File: src/rtl/arb_pkg.sv
// Shared types and sizes for the 8-way round-robin bus arbiter.
package arb_pkg;

  localparam int unsigned NUM_REQ = 8;
  localparam int unsigned IDX_W   = 3;

  typedef enum logic [1:0] {
    IDLE = 2'd0,
    BUSY = 2'd1,
    TURN = 2'd2
  } arb_state_e;

endpackage

File: src/rtl/rr_picker.sv
// Combinational round-robin picker: first set request bit scanning upward
// from last+1, wrapping 7->0, so the previous winner has lowest priority.
module rr_picker
  import arb_pkg::*;
(
  input  logic [NUM_REQ-1:0] req,
  input  logic [IDX_W-1:0]   last,
  output logic               found,
  output logic [IDX_W-1:0]   winner
);

  logic [IDX_W-1:0] idx;

  always_comb begin
    found  = 1'b0;
    winner = last;
    idx    = last;
    for (int i = 1; i <= NUM_REQ; i++) begin
      idx = last + i[IDX_W-1:0];
      if (!found && req[idx]) begin
        found  = 1'b1;
        winner = idx;
      end
    end
  end

endmodule

File: src/rtl/bus_arbiter_8.sv
// Eight-requester round-robin bus arbiter with hold-time preemption and a
// one-cycle bus turnaround between owners.
//
//   state | meaning
//   IDLE  | no owner, arbitrate every cycle
//   BUSY  | grant active, hold counter running
//   TURN  | one dead cycle after release/preempt, arbitrate again
module bus_arbiter_8
  import arb_pkg::*;
#(
  parameter int unsigned MAX_HOLD = 16
) (
  input  logic               clk,
  input  logic               reset_n,
  input  logic [NUM_REQ-1:0] req,
  output logic [NUM_REQ-1:0] grant,
  output logic [IDX_W-1:0]   select,
  output logic               valid,
  output logic               preempt
);

  localparam logic [7:0] HOLD_LAST = 8'(MAX_HOLD - 1);

  arb_state_e         state_q, state_d;
  logic [NUM_REQ-1:0] grant_q, grant_d;
  logic [IDX_W-1:0]   select_q, select_d;
  logic [IDX_W-1:0]   last_q, last_d;
  logic [7:0]         hold_cnt_q, hold_cnt_d;
  logic               valid_q, valid_d;
  logic               preempt_q, preempt_d;

  logic               found;
  logic [IDX_W-1:0]   winner;
  logic               owner_req;
  logic               others_req;

  rr_picker u_picker (
    .req    (req),
    .last   (last_q),
    .found  (found),
    .winner (winner)
  );

  assign owner_req  = |(req & grant_q);
  assign others_req = |(req & ~grant_q);

  always_comb begin
    state_d    = state_q;
    grant_d    = grant_q;
    select_d   = select_q;
    last_d     = last_q;
    hold_cnt_d = hold_cnt_q;
    valid_d    = valid_q;
    preempt_d  = 1'b0;
    case (state_q)
      IDLE, TURN: begin
        grant_d = '0;
        valid_d = 1'b0;
        state_d = IDLE;
        if (found) begin
          state_d         = BUSY;
          grant_d[winner] = 1'b1;
          valid_d         = 1'b1;
          select_d        = winner;
          last_d          = winner;
          hold_cnt_d      = '0;
        end
      end
      BUSY: begin
        if (!owner_req) begin
          state_d = TURN;
          grant_d = '0;
          valid_d = 1'b0;
        end else if (hold_cnt_q == HOLD_LAST && others_req) begin
          // Timeout only when someone else is waiting; a lone owner keeps the bus.
          state_d   = TURN;
          grant_d   = '0;
          valid_d   = 1'b0;
          preempt_d = 1'b1;
        end else if (hold_cnt_q != HOLD_LAST) begin
          hold_cnt_d = hold_cnt_q + 8'd1;
        end
      end
      default: begin
        state_d = IDLE;
        grant_d = '0;
        valid_d = 1'b0;
      end
    endcase
  end

  always_ff @(posedge clk) begin
    if (!reset_n) begin
      state_q    <= IDLE;
      grant_q    <= '0;
      select_q   <= '0;
      last_q     <= 3'd7;
      hold_cnt_q <= '0;
      valid_q    <= 1'b0;
      preempt_q  <= 1'b0;
    end else begin
      state_q    <= state_d;
      grant_q    <= grant_d;
      select_q   <= select_d;
      last_q     <= last_d;
      hold_cnt_q <= hold_cnt_d;
      valid_q    <= valid_d;
      preempt_q  <= preempt_d;
    end
  end

  assign grant   = grant_q;
  assign select  = select_q;
  assign valid   = valid_q;
  assign preempt = preempt_q;

endmodule

File: config.mk
export PLATFORM = sky130hd
export DESIGN_NAME = bus_arbiter_8
export DESIGN_NICKNAME = d
export VERILOG_FILES = /design/src/rtl/arb_pkg.sv /design/src/rtl/rr_picker.sv /design/src/rtl/bus_arbiter_8.sv
export SDC_FILE = /design/constraint.sdc
export NUM_CORES = 1
export LEC_CHECK = 0
export ABC_AREA = 1
export CAP_MARGIN = 0
export CORE_AREA = 2 2 68 70
export CTS_CLUSTER_SIZE = 8
export DETAILED_ROUTE_END_ITERATION = 8
export DIE_AREA = 0 0 70 72
export PLACE_DENSITY = 0.79
export SYNTH_ARGS = -nofsm -noshare
export SYNTH_HDL_FRONTEND = slang
export SYNTH_SLANG_ARGS = --single-unit
File: constraint.sdc
create_clock -name clk -period 3 [get_ports clk]
set_input_delay 0.6 -clock clk [delete_from_list [all_inputs] [get_ports clk]]
set_output_delay 0.6 -clock clk [all_outputs]
set_load 0.02 [all_outputs]
# Word level (Yosys, flattened, before mapping)
# Index checks and enable logic that the tools add are counted.
word_totals:
  register_bits: 26
op_classes:
  n_addsub: 8
  n_lt_le_gt_ge: 10
  bitwise: 3
  eq_ne: 9
  n_reduce_logical: 24
  n_mux: 52
ops:
  columns: ["cell", "n"]
  rows:
  - ["$mux W8", 7]
  - ["$lt A3 B4 Y1 const B", 9]
  - ["$pmux W8 S2", 2]
  - ["$bmux W1 S3", 8]
  - ["$mux W3", 8]
  - ["$mux W1", 22]
  - ["$and A8 B8 Y8", 2]
  - ["$reduce_or A8 Y1", 2]
  - ["$add A3 B3 Y3 const B", 4]
  - ["$logic_and A1 B1 Y1", 9]
  - ["$add A8 B1 Y8 const B", 1]
  - ["$eq A8 B4 Y1 const B", 1]
  - ["$ne A2 B2 Y1 const B", 4]
  - ["$ne A8 B4 Y1 const B", 1]
  - ["$not A8 Y8", 1]
  - ["$logic_not A1 Y1", 7]
  - ["$add A3 B2 Y3 const B", 2]
  - ["$reduce_and A5 Y1", 1]
  - ["$mux W2", 2]
  - ["$pmux W2 S2", 1]
  - ["$add A3 B1 Y3 const B", 1]
  - ["$demux W1 S3", 1]
  - ["$ge A3 B1 Y1 const B", 1]
  - ["$ne A3 B3 Y1 const B", 1]
  - ["8 further kinds", 8]

# Depth between registers and ports, before layout
logic_depth:
  word_depth: 31
  ltp_mapped: 19
  depth_no_buf: 18

# Modules after synthesis
# A second synthesis with hierarchy kept.
unflattened:
  cells_unflattened: 335
  area_unflattened_um2: 2097.0
modules_own_cells:
  columns: ["module", "area_per_inst_um2", "instances", "cells_each"]
  rows:
  - ["bus_arbiter_8", 1380.1, 1, 193]
  - ["rr_picker", 716.9, 1, 142]

# Least setup slack after synthesis
# No wires, ideal clock.
synth_path:
  kind: "reg-to-reg"
  from: "register last_q[1]"
  to: "register grant_q[4] (netlist: grant[4])"
  arrival_time_ns: 2.303
  n_path_buf: 1
  period_less_slack_ns: 2.375
  stages_incl_launch_ff: 15
  setup_ns: 0.072
  setup_slack_ns: 0.625
  cell_sequence: "dfxtp_1 > buf_2 > inv_2 > ha_1 > inv_2 > nand3_2 > nand3_2 > nand2_4 > nor2_8 > nand4_4 > nor3_4 > nand2_2 > a21oi_4 > nand3_1 > a21oi_1"
synth_via:
  elab_chain_len: 31
synth_rtl:
  columns: ["item", "line", "rtl"]
  rows:
  - ["start: declaration", "bus_arbiter_8.sv:27", "logic [IDX_W-1:0] last_q, last_d;"]
  - ["start signal: assignment", "bus_arbiter_8.sv:105", "last_q <= last_d;"]
  - ["$add A3 B1 Y3", "rr_picker.sv:19", "idx = last + i[IDX_W-1:0];"]
  - ["$bmux W1 S3", "rr_picker.sv:20", "if (!found && req[idx]) begin"]
  - ["$mux W1 (implied by the code)", "rr_picker.sv:20", null]
  - ["$mux W1", "rr_picker.sv:20", null]
  - ["$logic_not A1 Y1", "rr_picker.sv:20", null]
  - ["$logic_and A1 B1 Y1", "rr_picker.sv:20", null]
  - ["$mux W1", "rr_picker.sv:20", null]
  - ["$logic_not A1 Y1", "rr_picker.sv:20", null]
  - ["(+15 left out)", null, null]
  - ["$logic_and A1 B1 Y1", "rr_picker.sv:20", null]
  - ["$mux W3", "rr_picker.sv:20", null]
  - ["$lt A3 B4 Y1 (implied by the code) / $ge A3 B1 Y1 (equally long branches)", "bus_arbiter_8.sv:62", "grant_d[winner] = 1'b1;"]
  - ["$logic_and A1 B1 Y1 (implied by the code)", "bus_arbiter_8.sv:62", null]
  - ["$mux W1 (implied by the code)", "bus_arbiter_8.sv:62", null]
  - ["$demux W1 S3", "bus_arbiter_8.sv:62", null]
  - ["$mux W8 *", "bus_arbiter_8.sv:60", "if (found) begin"]
  - ["$pmux W8 S2 *", "bus_arbiter_8.sv:55", "case (state_q)"]
  - ["end signal: assignment", "bus_arbiter_8.sv:103", "grant_q <= grant_d;"]
  - ["end: declaration", "bus_arbiter_8.sv:25", "logic [NUM_REQ-1:0] grant_q, grant_d;"]
# Every way passes the cells marked *; elsewhere a longest branch is shown, timed or not. The select of a mux whose other input is x is not followed.
# A chain may end at the register's enable or synchronous reset.

# Worst setup path after layout
# Same ends and word-level chain as after synthesis.

==> impl_metrics.py <==
metrics = {
    "synthesis": {
        "ys_async_sr_fraction_pct": 0,
        "syn_inst": 323,
        "synth_nets": 336,
        "yosys.area.top_type": "dfxtp_1",
        "synth_ff_type": "dfxtp_1",
        "synth_seq_cells": 25,
        "ys_types": 42,
        "synth_top_area_share_pct": 24.1,
        "synth_seq_area_share_pct": 24.1,
        "synth.avg_cell_area_um2": 6.43,
        "yosys_warnings": 0,
        "syn_area_um2": 2080,
        "synth_area_leaders": "dfxtp_1, nand2_1, nand3_1",
        "synth_edf_count": 0,
    },
    "route": {
        "vias_per_cell": 5.33,
        "first_pass_iters": 4,
        "drt_iter0_drc": 154,
        "routedWlPerCell_um": 12.8,
        "routed_wl_mm": 5.11,
        "post-route-drc-count": 0,
        "ant_nets": 0,
        "vias": 2127,
    },
    "sta": {
        "clock_skew_ns": 0.00358,
        "finalCritPeriodShare_pct": 84.8,
        "setup_viol": 0,
        "setup_tns_ns": 0,
        "max_slew_margin_pct": 60.8,
        "maxSlewViolCount": 0,
        "hold_violations": 0,
        "min_period_ns": 2.54,
        "rsz0062_at_grt": "false",
        "worst_slew_pin_slew_ns": 0.587,
        "max_freq_mhz": 393,
    },
    "setup_path": {
        "startpoint_type": "flop",
        "reg2reg_to": "grant[4]",
        "rr_worst_depth": 13,
        "setup.worst_path.start": "last_q[1]",
        "path_class": "reg2reg",
        "cp-endpoint": "grant[4]",
        "worstPathArrival_ns": 2.74,
        "timing.rr.start": "last_q[1]",
        "crit_fanout": 7,
        "r2r_slack_ns": 0.46,
        "critPathCaptureType": "flop",
        "cp.required_ns": 3.19,
    },
    "power_and_ir_drop": {
        "p_switching_uw": 1690,
        "p_int_uw": 1240,
        "peakVddDrop_mv": 0.519,
        "swShare_pct": 57.6,
        "leakage_uw": 0.00105,
        "p_per_area_nw_per_um2": 1220,
        "pwr-share-comb_pct": 76.3,
        "pwr-share-seq_pct": 16.9,
        "clockPowerShare_pct": 6.8,
        "power_uw": 2920,
    },
    "clocking": {
        "cts_buffer_depth": 2,
        "clkSinkCount": 25,
        "insertion_delay_ns": 0.27,
        "post_cts_resized": 0,
        "cts_hold_buf": 0,
        "numCtsBuffers": 3,
        "clockRootBuffer": "clkbuf_8",
        "h-tree-depth": 1,
        "cts_tree": "built",
        "post-cts-setup-buffers": 0,
        "clk_pin_slew_worst_paths_ns": 0.09,
    },
    "hold_path": {
        "hold_class": "reg2reg",
    },
    "global_route": {
        "grt_pass1_wl_mm": 8.72,
        "grt_max_degree": 20,
        "grt_util_all_layers_pct": 21.0,
        "grt_pass1_vias": 1944,
        "antenna_found_initial": 0,
        "grt_overflow": 0,
    },
    "floorplan": {
        "die_x_um": 70,
        "start_util_pct": 48.7,
        "io_pins": 23,
        "die-height_um": 72,
        "std_cell_rows": 24,
        "core-area_um2": 4260,
        "die_area_um2": 5040,
    },
    "layout": {
        "area_growth_pct": 15.4,
        "finalInstanceArea_um2": 2400,
        "final_common_cell": "nand2_1",
        "mostFrequentLayoutCells": "nand2_1, nand3_1, nor2_1, inv_1, dfxtp_1",
        "n_antenna_cell": 0,
        "drive_gt1_share_pct": 15.9,
        "nets": 361,
    },
    "outcome": {
        "status": "completed",
    },
    "place": {
        "gp_congestion": 0.855,
        "dp_hpwl_mm": 4.02,
        "dpl_cell_area_um2": 2350,
        "portBuffers": 22,
    },
    "job": {
        "maxCapViolCount": 0,
    },
}
==> critical path, stage by stage (launching register included) <==
cell and delay (ns):
dfxtp_1 0.35, inv_2 0.09, ha_1 0.42, inv_2 0.18, nand3_2 0.11, nand3_2 0.13
nand2_4 0.09, nor2_8 0.16, nand4_4 0.13, nor3_4 0.21, nand2_2 0.11, a21oi_4 0.23
nand3_1 0.12, a21oi_1 0.13
==> power groups by stage <==
stage | registers (uW) | clock network (uW) | logic [uW]
finish | 494 | 199 | 2230
floorplan | 516 | 0 | 1740
global placement | 499 | 0 | 2210
detailed placement | 503 | 0 | 2220
CTS | 495 | 203 | 2230
global route | 507 | 218 | 2510
==> synth_stat cells, types with 3 or more instances <==
library cell  count
a21oi_1          18
a221oi_1          3
dfxtp_1          25
ha_1              3
inv_1            25
inv_2             8
nand2_1         102
nand2_2          14
nand3_1          34
nand3_2           8
nand4_1           5
nor2_1           29
o211ai_1          3
o21ai_0           7
xor2_1            3
==> cells by family (layout without fill, tap and decap cells) <==
group	count (synthesis)	count (layout)	synth area share [%]
simple gates	209	209	49.9
buf+inv	40	64	8.19
compound gates	39	39	12.3
flops	25	25	24.1
xor+xnor	7	7	3.68
fa+ha+maj	3	3	1.81
==> registers in the layout, indices dropped and copies added (netlist names) <==
register    count
grant           8
last_q          3
preempt         1
hold_cnt_q      8
select          3
valid           1
state_q         1
==> worst min-delay path by stage <==
stage | endpoint | cells past startpoint | start | slack, ns
global placement | select[1] | 2 | select[1] | 0.46
detailed placement | select[2] | 2 | select[2] | 0.47
global route | select[2] | 2 | select[2] | 0.50
finish | select[2] | 2 | select[2] | 0.47
CTS | select[2] | 2 | select[2] | 0.49
floorplan | hold_cnt_q[4] | 2 | hold_cnt_q[4] | 0.48
==> cell type report <==
type	instances	area [um2]
Clock buffer	3	41.3
Clock inverter	1	5.00
Fill cell	430	1870
Inverter	34	128
Multi-Input combinational cell	258	1410
Sequential cell	25	500
Tap cell	52	65.1
Timing Repair Buffer	26	250
==> through the flow <==
step / util, % / setup WS, ns / hold slack, ns / std cells
final: 56.2 / 0.456 / 0.474 / 399
after floorplan: - / 0.625 / 0.479 / 323
after CTS: 56.2 / 0.450 / 0.485 / 399
after global placement: 55.1 / 0.218 / 0.460 / 395
after detailed placement: 55.1 / 0.217 / 0.471 / 395
after global routing: 56.2 / 0.194 / 0.505 / 399
==> layer usage <==
metal | vias to the layer above | global-route usage (%) | wire length (um)
met5 | - | 0 | 0
met4 | 0 | 5.34 | 38
met1 | 976 | 28.2 | 2370
met3 | 4 | 1.39 | 206
met2 | 45 | 37.1 | 2490
li1 | 1102 | - | -
Note: power is estimated with default switching activity, not from simulation.
